--- src/rtl/axis_packet_arbiter.sv ---
// rtl/axis_packet_arbiter.sv - round-robin packet arbiter merging N AXIS inputs onto one output
// Optional per-input packet counters: define AXIS_PACKET_ARBITER_PKT_COUNT_EN to add pkt_count.
module axis_packet_arbiter #(
  parameter int N_INPUTS   = 2,
  parameter int AXIS_BYTES = 1
) (
  input  logic                             clk,
  input  logic                             sresetn,
  output logic [N_INPUTS-1:0]              axis_i_tready,
  input  logic [N_INPUTS-1:0]              axis_i_tvalid,
  input  logic [N_INPUTS-1:0]              axis_i_tlast,
  input  logic [N_INPUTS*AXIS_BYTES*8-1:0] axis_i_tdata,
  input  logic                             axis_o_tready,
  output logic                             axis_o_tvalid,
  output logic                             axis_o_tlast,
  output logic [AXIS_BYTES*8-1:0]          axis_o_tdata,
  output logic [N_INPUTS-1:0]              grant
`ifdef AXIS_PACKET_ARBITER_PKT_COUNT_EN
  ,
  output logic [N_INPUTS*16-1:0]           pkt_count
`endif
);

  localparam int DW = AXIS_BYTES * 8;
  localparam int PW = $clog2(N_INPUTS);

  typedef enum logic {
    IDLE = 1'b0,
    PASS = 1'b1
  } state_t;

  state_t              state_q, state_d;
  logic [N_INPUTS-1:0] grant_q, grant_d;
  logic [PW-1:0]       gidx_q, gidx_d;
  logic [PW-1:0]       last_grant_q, last_grant_d;
  logic                last_hs;
  logic                found;
  int                  idx;

  // A packet ends on the granted input's tlast handshake
  assign last_hs = (state_q == PASS) && axis_i_tvalid[gidx_q] &&
                   axis_o_tready && axis_i_tlast[gidx_q];

  // Next-state: round-robin pick in IDLE, hold the lock in PASS until tlast
  always_comb begin
    state_d      = state_q;
    grant_d      = grant_q;
    gidx_d       = gidx_q;
    last_grant_d = last_grant_q;
    found        = 1'b0;
    idx          = 0;
    case (state_q)
      IDLE: begin
        for (int i = 1; i <= N_INPUTS; i++) begin
          idx = (int'(last_grant_q) + i) % N_INPUTS;
          if (!found && axis_i_tvalid[idx]) begin
            found        = 1'b1;
            gidx_d       = PW'(idx);
            grant_d      = '0;
            grant_d[idx] = 1'b1;
            state_d      = PASS;
          end
        end
      end
      PASS: begin
        if (last_hs) begin
          state_d      = IDLE;
          grant_d      = '0;
          last_grant_d = gidx_q;
        end
      end
      default: begin
        state_d = IDLE;
        grant_d = '0;
      end
    endcase
  end

  // FSM and grant registers; reset points last_grant at N-1 so input 0 wins first
  always_ff @(posedge clk) begin
    if (!sresetn) begin
      state_q      <= IDLE;
      grant_q      <= '0;
      gidx_q       <= '0;
      last_grant_q <= PW'(N_INPUTS - 1);
    end else begin
      state_q      <= state_d;
      grant_q      <= grant_d;
      gidx_q       <= gidx_d;
      last_grant_q <= last_grant_d;
    end
  end

  assign grant = grant_q;

  // Combinational pass-through of the locked input; nothing moves in IDLE
  always_comb begin
    axis_o_tvalid = 1'b0;
    axis_o_tlast  = 1'b0;
    axis_o_tdata  = '0;
    axis_i_tready = '0;
    if (state_q == PASS) begin
      axis_o_tvalid         = axis_i_tvalid[gidx_q];
      axis_o_tlast          = axis_i_tlast[gidx_q];
      axis_o_tdata          = axis_i_tdata[int'(gidx_q)*DW +: DW];
      axis_i_tready[gidx_q] = axis_o_tready;
    end
  end

`ifdef AXIS_PACKET_ARBITER_PKT_COUNT_EN
  logic [N_INPUTS*16-1:0] pkt_count_q, pkt_count_d;

  // Bump the owner's 16-bit counter on each completed packet, wrapping naturally
  always_comb begin
    pkt_count_d = pkt_count_q;
    if (last_hs) begin
      pkt_count_d[int'(gidx_q)*16 +: 16] = pkt_count_q[int'(gidx_q)*16 +: 16] + 16'd1;
    end
  end

  // Packet counter registers
  always_ff @(posedge clk) begin
    if (!sresetn) begin
      pkt_count_q <= '0;
    end else begin
      pkt_count_q <= pkt_count_d;
    end
  end

  assign pkt_count = pkt_count_q;
`endif

endmodule

--- config.mk ---
export PLATFORM = sky130hd
export DESIGN_NAME = axis_packet_arbiter
export DESIGN_NICKNAME = d
export VERILOG_FILES = /design/src/rtl/axis_packet_arbiter.sv
export SDC_FILE = /design/constraint.sdc
export NUM_CORES = 1
export LEC_CHECK = 0
export CAP_MARGIN = 20
export CORE_ASPECT_RATIO = 1.1
export CORE_MARGIN = 1.5
export CORE_UTILIZATION = 26
export DETAILED_ROUTE_END_ITERATION = 7
export GPL_ROUTABILITY_DRIVEN = 0
export GPL_TIMING_DRIVEN = 1
export PLACE_DENSITY = 0.73
export SLEW_MARGIN = 0
export SYNTH_ARGS = -nofsm -noshare
export SYNTH_HDL_FRONTEND = slang
export SYNTH_SLANG_ARGS = --single-unit
--- constraint.sdc ---
create_clock -name clk -period 1.1 [get_ports clk]
set_input_delay 0.11 -clock clk [delete_from_list [all_inputs] [get_ports clk]]
set_output_delay 0.11 -clock clk [all_outputs]
set_load 0.01 [all_outputs]
==> flow_metrics.tcl <==
set metrics [dict create \
    worstSetupPathType "register to primary output" \
    via_per_inst 4.80 \
    holdWs_ns 0.486 \
    rsz0062_at_grt "true" \
    area_growth_pct 140 \
    initial_core_util 0.279 \
    swShare 0.307 \
    grt_usage 0.184 \
    fin_setup_tns_ns -2.15 \
    max-slew-margin-rel 0.840 \
    die-height_um 43.4 \
    grt_start_max_net_pins 12 \
    diodes 0 \
    clkLatencyLatePin_ns 0.25 \
    synth_fa_ha_area_frac 0 \
    critPathLaunchType "register" \
    avgSynthCellArea_um2 7.29 \
    port_buffers 36 \
    worstSetupEndpoint "axis_o_tlast" \
    synth_area_um2 387 \
    die_x_um 39.8 \
    drv_cap 0 \
    ios 37 \
    r2r_cells 5 \
    fp.dieArea_um2 1730 \
    fin_skew_ns 0.00329 \
    tightest_slew_ns 0.239 \
    clkPwrFrac 0.303 \
    synth_largest_area_cell "dfxtp_1" \
    finalCritPeriodShare 1.17 \
    critical_path_arrival_ns 1.18 \
    hpwl_um 978 \
    vdd_ir_drop_max_mv 0.372 \
    syn-num-nets 76 \
    cts_sinks 5 \
    holdCritPathClass "register to register" \
    cp_slowest_cell "dfxtp_4" \
    routed_wl_mm 1.46 \
    total_power_mw 0.758 \
    holdBufCountCts 0 \
    synth_warnings 0 \
    cp_num_cells 4 \
    num_rows 14 \
    r2r-start "gidx_q$_SDFFE_PN0P_" \
    dp.cells 110 \
    synth_area_leaders "dfxtp_1 26%, mux2i_1 26%, nor2_1 11%" \
    cp_max_fo 4 \
    max_freq_ghz 0.776 \
    routedWlPerCell_um 12.2 \
    maxSlewViolCount 0 \
    setup_violations 16 \
    synth.distinct_cells 20 \
    endpoint_kind "primary output" \
    h-tree-depth 1 \
    drive_gt1_frac 0.394 \
    stdcell_count 120 \
    nets 128 \
    crit_required_ns 0.99 \
    synthDominantCellAreaShare 0.259 \
    antenna_found_initial 0 \
    seq_power_share 0.268 \
    worst-path-buf-inv 2 \
    grt_pass1_wl_mm 2.20 \
    critPathTopFamily "flip-flops" \
    drc 0 \
    drtIter0Drc 2 \
    synthMuxAreaShare 0.259 \
    cts_buffers 3 \
    synth_cells 53 \
    yosys.area_share.xor_xnor 0 \
    fp.coreArea_um2 1380 \
    intPower_mw 0.525 \
    power.static_leakage_nw 0.418 \
    cts_buffer_depth 2 \
    post-route-min-period_ns 1.29 \
    cts-root-buf "clkbuf_4" \
    pwr-share-comb 0.429 \
    cts_tree "done" \
    vias 576 \
    synth-seq-cells 5 \
    synth_top_family_by_area "multiplexers" \
    max_stage_delay_ns 0.39 \
    violations "setup timing" \
    final_core_util 0.672 \
    seq_area_frac_synth 0.259 \
    synth_compound_area_frac 0.133 \
    rrSetupSlack_ns -0.12 \
    r2r_end "grant[1]$_SDFFE_PN0P_" \
    grt_overflow 0 \
    p_sw_mw 0.233 \
    worst_slack_ns -0.188 \
    synth_simple_gate_area_frac 0.249 \
    ant_nets 0 \
    crit_chain "buf_6 -> mux2i_4 -> nor2_1 -> buf_2" \
    p_per_area_nw_per_um2 816 \
    clk_pin_slew_ns 0.05 \
    run_status "finished, violations left" \
    hold_viol_final 0 \
    drtPass1Iterations 4 \
    grt_pass1_vias 548 \
    critPathLaunch "gidx_q$_SDFFE_PN0P_" \
]
-- power groups by stage --
stage	logic, mW	registers (mW)	clock network, mW
after floorplan	0.102	0.206	0
after global placement	0.286	0.203	0
after detailed placement	0.288	0.203	0
after CTS	0.317	0.202	0.231
after global routing	0.349	0.205	0.236
final	0.325	0.203	0.230
-- stage by stage --
step | setup slack [ns] | instance area, um2
2_1_floorplan | 0.0359 | 390
3_3_place_gp | -0.347 | 811
5_1_grt | -0.222 | 930
6_report | -0.188 | 930
3_5_place_dp | -0.358 | 811
4_1_cts | -0.217 | 903
-- cell usage after synthesis --
cell and count:
a211o_1 1, a21oi_1 1, a31oi_1 1, and3_1 1
buf_2 1, buf_6 1, clkbuf_1 1, dfxtp_1 5
inv_1 5, mux2i_1 10, nand2_1 3, nand3_1 2
nor2_1 11, nor3_1 3, nor4_1 1, o211ai_1 1
o21ai_0 2, o21bai_1 1, o22ai_1 1, or3_1 1
-- worst min path at each step --
stage / start / end / slack (ns) / cells past startpoint
floorplan: sresetn / last_grant_q$_SDFFE_PN1P_ / 0.23 / 1
global placement: grant[0]$_SDFFE_PN0P_ / grant[0]$_SDFFE_PN0P_ / 0.47 / 2
detailed placement: grant[1]$_SDFFE_PN0P_ / grant[1]$_SDFFE_PN0P_ / 0.48 / 2
CTS: grant[0]$_SDFFE_PN0P_ / grant[0]$_SDFFE_PN0P_ / 0.48 / 2
global route: grant[0]$_SDFFE_PN0P_ / grant[0]$_SDFFE_PN0P_ / 0.51 / 2
finish: grant[0]$_SDFFE_PN0P_ / grant[0]$_SDFFE_PN0P_ / 0.49 / 2
-- flip-flops by register name, indices dropped and copies added (netlist names) --
| name | cells |
|---|---|
| grant | 2 |
| gidx_q | 1 |
| last_grant_q | 1 |
| state_q | 1 |
-- cell usage in the layout, fill, tap and decap left out, drive strengths merged --
master,Yosys,layout
nor3,3,3
o21bai,1,1
a211o,1,1
clkbuf,1,4
inv,5,5
mux2i,10,10
clkdlybuf4s50,0,22
a31oi,1,1
dlygate4sd2,0,2
and3,1,1
nand3,2,2
nand2,3,3
a21oi,1,1
nor4,1,1
buf,2,26
or3,1,1
dfxtp,5,5
o211ai,1,1
nor2,11,11
o21ai,2,2
o22ai,1,1
-- cell families (layout without fill, tap and decap cells) --
| logic type | after synthesis | after routing |
|---|---|---|
| AND/OR/NAND/NOR | 22 | 22 |
| multiplexers | 10 | 10 |
| AO/OA/AOI/OAI | 8 | 8 |
| flip-flops | 5 | 5 |
| buffers and inverters | 8 | 59 |
-- per-layer routing --
layer,GRT usage,vias up,part of all wire
li1,-,288,-
met1,0.205,261,0.40
met2,0.334,25,0.54
met3,0.0154,2,0.055
met4,0.0828,0,0.0082
met5,0,-,0
-- what timing repair did --
| action | CTS | global route |
|---|---|---|
| gates cloned | 1 | 0 |
| pin swaps | 6 | 7 |
| setup buffers | 5 | 1 |
| gates resized for setup | 70 | 8 |
| setup endpoints to repair | 18 | 16 |
-- worst reg2reg max path, stage by stage (launching register included) --
cell	delay, ns
dfxtp_4	0.37
buf_6	0.14
mux2i_4	0.18
buf_4	0.14
nor3_4	0.17
o22ai_1	0.10
-- final cells by class --
class | count | area, um2
Timing Repair Buffer | 50 | 442
Clock buffer | 4 | 26.3
Fill cell | 117 | 454
Multi-Input combinational cell | 40 | 318
Tap cell | 16 | 20.0
Inverter | 5 | 18.8
Sequential cell | 5 | 105
(Power assumes the default switching activity.)
